`config.mk`:
```
export PLATFORM = sky130hd
export DESIGN_NAME = fsm_seq_multi
export DESIGN_NICKNAME = d
export VERILOG_FILES = /design/src/rtl/fsm_seq_multi.sv
export SDC_FILE = /design/constraint.sdc
export NUM_CORES = 1
export LEC_CHECK = 0
export CORE_ASPECT_RATIO = 1.1
export CORE_MARGIN = 10
export CORE_UTILIZATION = 54
export CTS_CLUSTER_SIZE = 24
export DETAILED_ROUTE_END_ITERATION = 10
export GPL_TIMING_DRIVEN = 0
export PLACE_DENSITY = 0.88
export SLEW_MARGIN = 20
export SYNTH_ARGS = -nofsm -noshare
export SYNTH_HDL_FRONTEND = slang
export SYNTH_SLANG_ARGS = --single-unit
```
`constraint.sdc`:
```
create_clock -name Clock -period 3.3 [get_ports Clock]
set_input_delay 0.66 -clock Clock [delete_from_list [all_inputs] [get_ports Clock]]
set_output_delay 0.66 -clock Clock [all_outputs]
set_load 0.02 [all_outputs]
```
`src/rtl/fsm_seq_multi.sv`:
```
// fsm_seq_multi: per-channel debounced Idle/Start/Stop/Clear sequence monitor with pulse outputs and saturating done counters
module fsm_seq_multi #(
  parameter int CH    = 4,
  parameter int HOLD  = 2,
  parameter int CNT_W = 8
) (
  input  logic                Clock,
  input  logic                Reset,
  input  logic                En,
  input  logic                clr_cnt,
  input  logic [CH-1:0]       A,
  output logic [CH-1:0]       K1,
  output logic [CH-1:0]       K2,
  output logic [2*CH-1:0]     state,
  output logic [CNT_W*CH-1:0] done_cnt
);
  typedef enum logic [1:0] {IDLE = 2'b00, START = 2'b01, STOP = 2'b10, CLEAR = 2'b11} st_t;
  localparam int FW = HOLD > 1 ? $clog2(HOLD) : 1;
  localparam logic [FW-1:0] FMAX = FW'(HOLD - 1);
  localparam logic [CNT_W-1:0] CMAX = '1;
  for (genvar i = 0; i < CH; i++) begin : g_ch
    st_t st;
    logic af, k1, k2;
    logic [FW-1:0] fc;
    logic [CNT_W-1:0] cnt;
    logic adv;
    // The ring advances on af=1 from even states and af=0 from odd states; Clear+1 wraps to Idle
    assign adv = st[0] ? !af : af;
    // Filter, sequence walk, pulses and counter; clr_cnt ignores En and beats a coincident increment
    always_ff @(posedge Clock) begin
      if (Reset) begin
        st  <= IDLE;
        af  <= 1'b0;
        fc  <= '0;
        k1  <= 1'b0;
        k2  <= 1'b0;
        cnt <= '0;
      end else begin
        if (En) begin
          if (A[i] == af) fc <= '0;
          else if (fc == FMAX) begin
            af <= A[i];
            fc <= '0;
          end else fc <= fc + 1'b1;
          st <= adv ? st_t'(st + 2'd1) : st;
          k2 <= st == STOP && af;
          k1 <= st == CLEAR && !af;
          if (st == CLEAR && !af && cnt != CMAX) cnt <= cnt + 1'b1;
        end else begin
          k1 <= 1'b0;
          k2 <= 1'b0;
        end
        if (clr_cnt) cnt <= '0;
      end
    end
    assign state[2*i +: 2]            = st;
    assign done_cnt[CNT_W*i +: CNT_W] = cnt;
    assign K1[i]                      = k1;
    assign K2[i]                      = k2;
  end
endmodule

```
# After elaboration in Yosys (flattened, before gate mapping)
# Cells that the tools add are included.
# totals
regBits	56
# op_classes
n_bitwise	5
reduce_logical	30
n_addsub	12
mux	12
eq_ne	16
# op_table
operator	count
adder 8 x 1 -> 8 bit (second input constant)	4
!= test 8 bit (second input constant)	4
equality test 2 bit (second input constant)	8
AND reduction 2 bit	8
logical AND 1 bit	12
two-way mux 1 bit	12
AND reduction 3 bit	4
adder 2 x 1 -> 2 bit (second input constant)	4
inverter 1 bit	5
adder 1 bit (second input constant)	4
equality test 1 bit	4
zero test 1 bit	4
OR reduction 2 bit	2

# Depth between registers and ports, before layout
# logic_depth
word_depth	4
depth_mapped	6

# Worst setup path after synthesis
# No wires, ideal clock.
# synth_timing
kind	reg-to-reg
from	reg g_ch[2].cnt[0]
to	reg g_ch[2].cnt[5]
arrival_time_ps	1742
stages_incl_launch_ff	7
path_buffers	1
path_slack_ps	1487
setup_time_ps	70
period_less_slack_ps	1813
cell_sequence	dfxtp_1 ha_1 and3_1 a21o_1 buf_2 or4_1 a21oi_1
# synth_via
elab_chain_len	3
# synth_rtl
element	line	text
start, declared	25	logic [CNT_W-1:0] cnt;
start signal, assigned	48	if (st == CLEAR && !af && cnt != CMAX) cnt <= cnt + 1'b1;
parallel branches: the longest is 3 deep, another holds adder 8 x 1 -> 8 bit	--	
# Several ways; the timed one is not identified.
# A chain may end at the register's enable or synchronous reset.

# Final worst setup path
# layout_timing
from	in En
to	reg g_ch[3].cnt[5]
# layout_via
elab_chain_len	1
# layout_rtl
element	line	text
start, declared	9	input logic En,
AND reduction 2 bit (no source line)	--	
end signal, assigned	48	
end, declared	25	
# No other way between the ends.

==> key figures <==
Setup path
  • CP Cell Sequence: clkdlybuf4s50_1 -> buf_2 -> and3b_1 -> o211ai_1 -> or3_1 -> a21oi_1
  • CP Launch Type: primary input
  • Worst r2r src: g_ch[2].cnt[0]
  • Crit path kind: primary input to flip-flop
  • CP startpoint: En
  • CP arrival: 2540 ps
  • CP Capture Type: flip-flop
  • Worst path slowest cell: clkdlybuf4s50_1
  • WP data required: 3540 ps
  • Crit-path max cell delay: 630 ps
  • CP max FO: 10

Route
  • Final ANT Viol Nets: 0
  • WL final: 6080 um
  • First-pass iteration count of the detailed router: 4
  • Routed wire length per instance: 15.1 um
  • Vias/cell: 5.68
  • Vias: 2289
  • DRT iter0 DRCs: 144
  • DRC viols: 0

Finish
  • Area delta synth->final: 27.0%
  • Post-Layout Cell Count: 403
  • # fillers: 381
  • Layout Nets: 366
  • FF/Latch Area: 1120 um2
  • Multi-input logic area: 1350 um2
  • Ant diodes: 0
  • Share of layout cells above drive strength 1: 0.0922

Synth
  • Mapped Nets: 304
  • Synth cell types: 41
  • Async set or reset register ratio after synthesis: 0
  • Register area share after synthesis: 0.424
  • Yosys warning total: 0
  • Post-Syn Instances: 284
  • Top_reg_cell synth: dfxtp_1
  • #FFs+latches synth: 56
  • Syn Std Cell Area: 2650 um2
  • Syn Area/Cell: 9.31 um2
  • Post-synth EDFFs: 0

Worst hold path
  • Hold_sp: g_ch[2].cnt[6]
  • Hold Crit Class: flip-flop to flip-flop

GRT
  • Pin count of the biggest net entering global routing: 17
  • Initial antenna violation count: 0
  • Vias in the first global route: 2149
  • Total GRT Usage: 0.151
  • First-pass GRT wire length: 10200 um
  • Grt ovf: 0

Floorplanning
  • Rows: 26
  • Die Ht: 93.4 um
  • Die X-Extent: 86.7 um
  • I/O Pins: 56
  • Core area: 4680 um2
  • Die area: 8100 um2
  • Initial Util: 0.565

Pwr
  • Leakage: 1.29 nW
  • Max VDD drop: 0.269 mV
  • Power Total: 1.14 mW
  • Power density over the cells: 340 nW/um2

Clock tree
  • Hold_buf cts: 0
  • Post-CTS setup buffer count: 0
  • # resized after CTS: 0
  • Num CTS Buffers: 5
  • Sinks on Clock Net: 56
  • Clock transition at path regs: 100 ps
  • H-tree depth: 2
  • CTS tree: done
  • Clock Tree Buf Depth: 2
  • Root Driver: clkbuf_8
  • Clock Latency Late Sink: 310 ps

Placed design
  • Post-DP HPWL: 4720 um
  • Routability Congestion: 0.803
  • PortBufs: 55
  • Cells after DPL: 395

STA
  • Slew Limit Fails: 0
  • Final hold vios: 0
  • Min Tclk post-route: 2290 ps
  • Max Fclk: 436 MHz
  • Worst Tran Pin Value: 519 ps
  • Final Setup Violations: 0
  • RSZ-0062 raised after global routing: false
  • Final hold slack: 511 ps
  • Sum Neg Setup Slack: 0 ps
  • Max Clock Skew: 8.57 ps
  • Tcrit/Tclk final: 0.695
  • Rel. slew slack: 0.653

Flow run
  • Max Cap Viol: 0

Run status
  • Status: completed
-- path summary, 6_finish.rpt --
check | slack [ps] | cells after the start | to
setup / recovery | 1010 | 6 | g_ch[3].cnt[5]
hold / removal | 510 | 2 | g_ch[2].cnt[6]
setup reg to reg | 1440 | 6 | g_ch[2].cnt[5]
hold reg to reg | 510 | 2 | g_ch[2].cnt[6]
-- kinds of logic after synthesis --
kind of cell / Yosys count / share of synthesized area
adder cells (fa/ha/maj): 12 / 0.0568
XOR/XNOR: 20 / 0.0662
flip-flops: 56 / 0.424
AND/OR/NAND/NOR: 106 / 0.218
AO/OA/AOI/OAI: 48 / 0.122
buffers and inverters: 30 / 0.0672
multiplexers: 12 / 0.0459
-- cell usage in the layout, fill, tap and decap left out, drive strengths merged, types with 3 or more instances in the layout --
cell and instances:
a211oi 3, a21o 3, a21oi 17, a311oi 4, and3 8, and4 3
buf 18, clkbuf 11, clkdlybuf4s50 55, dfxtp 56, ha 12, inv 7
mux2i 11, nand2 21, nand3 16, nand3b 3, nor2 29, nor3b 4
nor4b 3, o211ai 9, o21ai 3, o31ai 6, o41ai 3, or4 10
xnor2 9, xor2 11
-- worst max-delay path, delay by kind of cell --
| family | cells | cell delay [ps] |
|---|---|---|
| AOI/OAI and AO/OA | 2 | 350 |
| and+or+nand+nor | 2 | 640 |
| buffers and inverters | 2 | 890 |
-- flip-flops by register name, indices dropped and copies added, names as in the netlist --
register,count
g_ch.cnt,32
g_ch.k1,4
g_ch.af,4
g_ch.st,8
g_ch.k2,4
g_ch.fc,4
-- layer usage --
metal / vias to the layer above / wire length (um) / part of all wire / GRT usage
met5: - / 0 / 0 / 0
met4: 0 / 126 / 0.021 / 0.0581
met3: 13 / 393 / 0.065 / 0.0512
met2: 63 / 3030 / 0.50 / 0.249
met1: 1084 / 2530 / 0.42 / 0.175
li1: 1129 / - / - / -
-- power breakdown --
part	internal, mW	switching (mW)	leakage [nW]	total, mW
logic	0.0288	0.0382	0.786	0.0669
registers	0.682	0.00577	0.452	0.688
clock network	0.168	0.219	0.0510	0.387
-- synthesized netlist by cell type (all sizes together), types with 4 or more instances --
master  count  share of area
inv         7         0.0099
and3        8          0.020
a311oi      4          0.013
xnor2       9          0.030
nor2       29          0.041
o31ai       6          0.017
a21oi      17          0.032
dfxtp      56           0.42
nor3b       4          0.011
clkbuf      5         0.0071
buf        18          0.050
mux2i      11          0.042
or4        10          0.029
ha         12          0.057
nand2      21          0.030
nand3      16          0.030
o211ai      9          0.026
xor2       11          0.036
-- metrics by stage --
| stage | setup slack (ps) | util | cell area [um2] |
|---|---|---|---|
| finish | 1010 | 0.717 | 3360 |
| global route | 918 | 0.717 | 3360 |
| CTS | 1020 | 0.717 | 3360 |
| detailed placement | 693 | 0.697 | 3270 |
| global placement | 744 | 0.697 | 3270 |
| floorplan | 1490 | - | 2650 |
-- final cells by class --
cell class / count / area share
Multi-Input combinational cell: 198 / 0.401
Sequential cell: 56 / 0.334
Timing Repair Buffer: 55 / 0.164
Buffer: 23 / 0.0451
Clock buffer: 6 / 0.0246
Tap cell: 56 / 0.0209
Inverter: 7 / 0.00782
Clock inverter: 2 / 0.00298
(Power assumes the default switching activity.)
